===== src/rtl/radio_seq_pkg.sv =====
// Shared types and default cycle constants for the radio timing sequencer.
// The Stage3 consumer uses the same defaults so both ends agree on phase lengths.
package radio_seq_pkg;

    typedef enum logic [2:0] {
        IDLE     = 3'd0,
        PLL_WAIT = 3'd1,
        RAMP     = 3'd2,
        ACTIVE   = 3'd3,
        RAMPDN   = 3'd4
    } seq_state_t;

    localparam int unsigned SETTLE_CYC_DEF = 4;
    localparam int unsigned RAMP_CYC_DEF   = 40;
    localparam int unsigned RAMPDN_CYC_DEF = 8;
    localparam int unsigned PLL_TO_CYC_DEF = 1000;
    localparam int unsigned CNT_W_DEF      = 10;

    // Radio is powered in every state except IDLE.
    function automatic logic radio_on(seq_state_t s);
        return s != IDLE;
    endfunction

endpackage


===== src/rtl/radio_seq_cnt.sv =====
// Clearable, saturating up-counter with a terminal compare.
// tc_o is high in the cycle whose increment would reach term_i, so a caller
// that transitions on tc_o spends exactly term_i cycles in the counted phase.
module radio_seq_cnt
    import radio_seq_pkg::*;
#(
    parameter int unsigned CNT_W = CNT_W_DEF
) (
    input  logic             ck_i,
    input  logic             arst_i,
    input  logic             clr_i,
    input  logic             inc_i,
    input  logic [CNT_W-1:0] term_i,
    output logic             tc_o
);

    logic [CNT_W-1:0] cnt_q, cnt_d;

    // Clear wins over increment; the count holds at all-ones instead of wrapping.
    always_comb begin
        cnt_d = cnt_q;
        if (clr_i) begin
            cnt_d = '0;
        end else if (inc_i && (cnt_q != '1)) begin
            cnt_d = cnt_q + 1'b1;
        end
    end

    // Counter register.
    always_ff @(posedge ck_i or posedge arst_i) begin
        if (arst_i) begin
            cnt_q <= '0;
        end else begin
            cnt_q <= cnt_d;
        end
    end

    // Compare one bit wider so the +1 cannot overflow.
    assign tc_o = ({1'b0, cnt_q} + {{CNT_W{1'b0}}, 1'b1}) >= {1'b0, term_i};

endmodule


===== src/rtl/radio_timing_seq.sv =====
// Source-end radio enable sequencer: enable -> PLL settle -> ramp -> active -> ramp-down.
// Optional PLL lock timeout is built when RADIO_SEQ_TIMEOUT_EN is defined.
// Isolated inputs (source PD off) are clamped here: start/pll forced low, stop high.
//
// state    | meaning
// IDLE     | radio off, waiting for startReq
// PLL_WAIT | radio on, counting consecutive pllSettled samples
// RAMP     | radio on, fixed ramp-up interval
// ACTIVE   | radio on, RX enable allowed
// RAMPDN   | radio on, fixed ramp-down interval, then seqDone
module radio_timing_seq
    import radio_seq_pkg::*;
#(
    parameter int unsigned SETTLE_CYC = SETTLE_CYC_DEF,
    parameter int unsigned RAMP_CYC   = RAMP_CYC_DEF,
    parameter int unsigned RAMPDN_CYC = RAMPDN_CYC_DEF,
    parameter int unsigned PLL_TO_CYC = PLL_TO_CYC_DEF,
    parameter int unsigned CNT_W      = CNT_W_DEF
) (
    input  logic ck_i,
    input  logic arst_i,
    input  logic startReq_i,
    input  logic stopReq_i,
    input  logic rxMode_i,
    input  logic pllSettled_i,
    input  logic tArstFs_i,
    input  logic isolateIn_i,
    output logic radioEnable_o,
    output logic radioRxEn_o,
    output logic busy_o,
    output logic seqDone_o,
    output logic pllTimeout_o
);

    seq_state_t state_q, state_d;
    logic       rx_mode_q, rx_mode_d;
    logic       en_q, en_d;
    logic       rxen_q, rxen_d;
    logic       busy_q, busy_d;
    logic       done_q, done_d;
    logic       to_q, to_d;

    logic             start_eff, stop_eff, pll_eff;
    logic             ph_inc, ph_clr, ph_tc;
    logic [CNT_W-1:0] ph_term;
    logic             to_hit;

    assign start_eff = startReq_i & ~isolateIn_i;
    assign stop_eff  = stopReq_i | isolateIn_i;
    assign pll_eff   = pllSettled_i & ~isolateIn_i;

    // Phase length for the current state; IDLE/ACTIVE never count.
    always_comb begin
        ph_term = CNT_W'(SETTLE_CYC);
        case (state_q)
            RAMP:    ph_term = CNT_W'(RAMP_CYC);
            RAMPDN:  ph_term = CNT_W'(RAMPDN_CYC);
            default: ph_term = CNT_W'(SETTLE_CYC);
        endcase
    end

    // Any cycle that does not advance the phase restarts it from zero.
    assign ph_clr = ~ph_inc;

    radio_seq_cnt #(.CNT_W(CNT_W)) u_phase_cnt (
        .ck_i   (ck_i),
        .arst_i (arst_i),
        .clr_i  (ph_clr),
        .inc_i  (ph_inc),
        .term_i (ph_term),
        .tc_o   (ph_tc)
    );

`ifdef RADIO_SEQ_TIMEOUT_EN
    logic to_clr, to_inc;

    // Total time spent in PLL_WAIT this session; survives pllSettled glitches
    // and bounces back from RAMP, cleared only while idle.
    assign to_clr = (state_q == IDLE);
    assign to_inc = (state_q == PLL_WAIT);

    radio_seq_cnt #(.CNT_W(CNT_W)) u_timeout_cnt (
        .ck_i   (ck_i),
        .arst_i (arst_i),
        .clr_i  (to_clr),
        .inc_i  (to_inc),
        .term_i (CNT_W'(PLL_TO_CYC)),
        .tc_o   (to_hit)
    );
`else
    assign to_hit = 1'b0;
`endif

    // Next state, counter control and next registered outputs; force-stop dominates.
    always_comb begin
        state_d   = state_q;
        rx_mode_d = rx_mode_q;
        done_d    = 1'b0;
        to_d      = 1'b0;
        ph_inc    = 1'b0;
        if (tArstFs_i) begin
            state_d = IDLE;
        end else begin
            case (state_q)
                IDLE: begin
                    if (start_eff) begin
                        state_d   = PLL_WAIT;
                        rx_mode_d = rxMode_i;
                    end
                end
                PLL_WAIT: begin
                    if (stop_eff) begin
                        state_d = RAMPDN;
                    end else if (to_hit) begin
                        state_d = RAMPDN;
                        to_d    = 1'b1;
                    end else if (pll_eff) begin
                        if (ph_tc) state_d = RAMP;
                        else       ph_inc  = 1'b1;
                    end
                end
                RAMP: begin
                    if (stop_eff) begin
                        state_d = RAMPDN;
                    end else if (!pll_eff) begin
                        state_d = PLL_WAIT;
                    end else if (ph_tc) begin
                        state_d = ACTIVE;
                    end else begin
                        ph_inc = 1'b1;
                    end
                end
                ACTIVE: begin
                    if (stop_eff || !pll_eff) state_d = RAMPDN;
                end
                RAMPDN: begin
                    if (ph_tc) begin
                        state_d = IDLE;
                        done_d  = 1'b1;
                    end else begin
                        ph_inc = 1'b1;
                    end
                end
                default: state_d = IDLE;
            endcase
        end
        en_d   = radio_on(state_d);
        busy_d = (state_d != IDLE);
        rxen_d = (state_d == ACTIVE) && rx_mode_d;
    end

    // State and output registers update together so outputs track the new state.
    always_ff @(posedge ck_i or posedge arst_i) begin
        if (arst_i) begin
            state_q   <= IDLE;
            rx_mode_q <= 1'b0;
            en_q      <= 1'b0;
            rxen_q    <= 1'b0;
            busy_q    <= 1'b0;
            done_q    <= 1'b0;
            to_q      <= 1'b0;
        end else begin
            state_q   <= state_d;
            rx_mode_q <= rx_mode_d;
            en_q      <= en_d;
            rxen_q    <= rxen_d;
            busy_q    <= busy_d;
            done_q    <= done_d;
            to_q      <= to_d;
        end
    end

    assign radioEnable_o = en_q;
    assign radioRxEn_o   = rxen_q;
    assign busy_o        = busy_q;
    assign seqDone_o     = done_q;
    assign pllTimeout_o  = to_q;

endmodule


===== config.mk =====
export PLATFORM = sky130hd
export DESIGN_NAME = radio_timing_seq
export DESIGN_NICKNAME = d
export VERILOG_FILES = /design/src/rtl/radio_seq_pkg.sv /design/src/rtl/radio_seq_cnt.sv /design/src/rtl/radio_timing_seq.sv
export SDC_FILE = /design/constraint.sdc
export NUM_CORES = 1
export LEC_CHECK = 0
export ABC_AREA = 1
export CAP_MARGIN = 10
export CORE_ASPECT_RATIO = 0.8
export CORE_MARGIN = 10
export CORE_UTILIZATION = 52
export DETAILED_ROUTE_END_ITERATION = 7
export PLACE_DENSITY = 0.8
export SLEW_MARGIN = 20
export SYNTH_ARGS = -nofsm -noshare
export SYNTH_HDL_FRONTEND = slang
export SYNTH_SLANG_ARGS = --single-unit

===== constraint.sdc =====
create_clock -name ck_i -period 2.8 [get_ports ck_i]
set_clock_uncertainty 0.05 [all_clocks]
set_input_delay 0.7 -clock ck_i [delete_from_list [all_inputs] [get_ports ck_i]]
set_output_delay 0.7 -clock ck_i [all_outputs]
set_load 0.01 [all_outputs]

==> reports/metrics.yaml <==
clock_network:
  cts_setup_buffers: 0
  cts_made_buffers: 3
  cts_tree: "yes"
  htreeDepth: 1
  clock_path_buffers: 2
  clkTransAtPathRegs_ns: 0.10
  clk_latency_ns: 0.29
  cts_resized: 0
  ctsHoldBuffers: 0
  cts-root-buf: "clkbuf_4"
  cts_sinks: 17
critical_path:
  cp_common_cell: "nand2_2"
  ff2ff_path_depth: 16
  crit_end: "busy_o"
  cp-end-kind: "flop"
  cpLargestDelayFamily: "simple AND/OR/NAND/NOR gates"
  worstReg2RegStart: "u_phase_cnt.cnt_q[2]"
  path_class: "flop to flop"
  required_ns: 2.94
  cp_slowest_cell: "dfrtp_1"
  cp.arrival_ns: 2.57
  crit_buf_inv: 1
  reg2reg_to: "busy_o"
  crit_fanout: 6
  max_stage_delay_ns: 0.49
  crit_chain: "nand3_2 > xor2_1 > inv_1 > ha_1 > nand2_1 > nand3_1 > nor2_1 > nor2_1 > nor2_2 > nand3_2 > nand2_2 > nand2_2 > nand2_2 > nand2_4 > o21ai_2 > nand2_1"
  r2r_setup_slack_ns: 0.37
  path_depth: 16
  worst_setup_path_start_kind: "flop"
  startpoint: "u_phase_cnt.cnt_q[2]"
sta:
  rsz0062_at_grt: "false"
  fin_worst_hold_slack_ns: 0.459
  worst_pin_slew_ns: 0.632
  setup_viol: 0
  worst_slack_ns: 0.369
  relSlewSlack_pct: 57.9
  drv_slew: 0
  timing.setup.tns_ns: 0
  layout_min_cycle_time_ns: 2.43
  clock.fmax_mhz: 411
  hold_violations: 0
  min_period_over_period_pct: 86.8
power_and_ir_drop:
  p_comb_share_pct: 14.6
  powerDensity_nw_per_um2: 344
  leakagePower_nw: 0.656
  switchingPower_mw: 0.121
  sw_frac_of_total_pct: 26.4
  p_clk_share_pct: 28.4
  finalPower_mw: 0.457
  peakVddDrop_uv: 403
  p_seq_share_pct: 57.0
  internal_power_mw: 0.337
yosys:
  ys_types: 27
  synth-xor-area-share_pct: 2.28
  synth_top_area_cell: "dfrtp_1"
  synth_area_um2: 1150
  ys_ff_latch: 17
  ys_seq_area_share_pct: 36.9
  synth_top_family_by_area: "simple AND/OR/NAND/NOR gates"
  synth_compound_area_share_pct: 6.62
  syn_inst: 153
  synth.area.top_cells: "dfrtp_1, nand2_1, inv_1"
  avgSynthCellArea_um2: 7.53
  muxShareOfSynthArea_pct: 0.869
  synth_fa_ha_area_share_pct: 4.34
  synth_top_area_share_pct: 36.9
  synthSimpleGateAreaFrac_pct: 37.9
  synth_warnings: 0
route:
  route.detailed.drc: 0
  drtAntennaViolNets: 0
  drt-total-wl_mm: 2.57
  avgViaCountPerCell: 5.03
  met2_length_mm: 1.26
  firstDrtPassIters: 4
  top_layer: "met4"
  routedWlPerCell_um: 13.2
  drtIter0Drc: 65
  wl_met1_mm: 1.16
  routed-wl-met3_um: 116
  num_vias: 980
global_route:
  grt_max_degree: 18
  grt_usage_pct: 12.0
  overflow: 0
  grt_pass1_vias: 1023
  antenna_found_initial: 0
  grt_pass1_wl_mm: 4.50
cells_and_area:
  nFillCells: 187
  fin_util_pct: 62.0
  layout_commonest_cell: "nand2_1"
  final_cell_mix: "nand2_1, inv_1, dfrtp_1"
  area.growth.synth_to_final_pct: 15.2
  final_nets: 183
  antenna_cells: 0
  drive_gt1_share_pct: 18.2
die:
  fp.coreArea_um2: 2140
  initial_core_util_pct: 53.9
  num_rows: 15
  dieHeight_um: 62.1
  die_area_um2: 4510
  pin_count: 13
  die_width_um: 72.6
min_path:
  hold_class: "flop to flop"
place:
  io_buffers: 11
  dp.final_hpwl_mm: 2.13
  place.gp.congestion: 0.909
  place_ws_ns: 0.296
flow_run:
  maxCapViolCount: 0
run_status:
  status: "complete, no violations"
cells by family after synthesis:
kind of cell    after synthesis
compound gates               12
xor+xnor                      3
fa+ha+maj                     4
buf+inv                      31
flops                        17
mux                           1
other cells                   1
simple gates                 84
flip-flops by register name (all words and copies together) (netlist names):
signal	count
u_phase_cnt.cnt_q	10
state_q	3
busy_o	1
radioRxEn_o	1
rx_mode_q	1
seqDone_o	1
power groups by stage:
stage | clock (mW) | combinational, mW | sequential (mW)
finish | 0.130 | 0.0667 | 0.261
global route | 0.150 | 0.0750 | 0.262
CTS | 0.135 | 0.0668 | 0.260
detailed placement | 0 | 0.0661 | 0.265
global placement | 0 | 0.0634 | 0.264
floorplan | 0 | 0.0434 | 0.264
through the flow:
step,instances,cell area (um2)
floorplan,157,1170
global placement,191,1290
global route,195,1330
detailed placement,191,1290
finish,195,1330
CTS,195,1320
worst min path at each step:
stage | start | to | slack [ns] | cells after the start
2_1_floorplan | rx_mode_q | rx_mode_q | 0.42 | 2
3_3_place_gp | u_phase_cnt.cnt_q[0] | u_phase_cnt.cnt_q[0] | 0.44 | 1
3_5_place_dp | u_phase_cnt.cnt_q[0] | u_phase_cnt.cnt_q[0] | 0.45 | 1
4_1_cts | u_phase_cnt.cnt_q[0] | u_phase_cnt.cnt_q[0] | 0.46 | 1
5_1_grt | u_phase_cnt.cnt_q[0] | u_phase_cnt.cnt_q[0] | 0.51 | 1
6_report | u_phase_cnt.cnt_q[0] | u_phase_cnt.cnt_q[0] | 0.46 | 1
final cells by class:
cell class              instances  area, um2  share of cell area [%]
clock buffers                   4       26.3                    1.98
inverters                      29        109                    8.20
multi-input cells             109        626                    47.1
flip-flops and latches         17        425                    32.0
well taps                      25       31.3                    2.36
repair buffers                 11        110                    8.29
synthesized netlist by cell type:
library cell	number
xnor2_1	1
a21oi_2	2
nor2_2	4
mux2i_1	1
nor3_1	2
a31oi_1	2
nand2_2	6
xor2_1	2
nand2_1	32
buf_4	2
nand2_4	1
nor2_1	17
nand3b_1	1
inv_1	28
nand3_1	9
dfrtp_1	17
o21ai_1	1
o21ai_2	1
ha_1	4
nand3_2	7
o21ai_0	1
nand4_1	2
inv_2	1
o31ai_1	1
nor2_4	3
conb_1	1
a21oi_1	4
per-layer routing:
layer / track usage, % / vias up
met2: 19.3 / 22
met4: 4.27 / 0
met5: 0 / -
li1: - / 502
met3: 3.65 / 6
met1: 14.5 / 450
No activity file was read; power rests on OpenSTA's default activity.
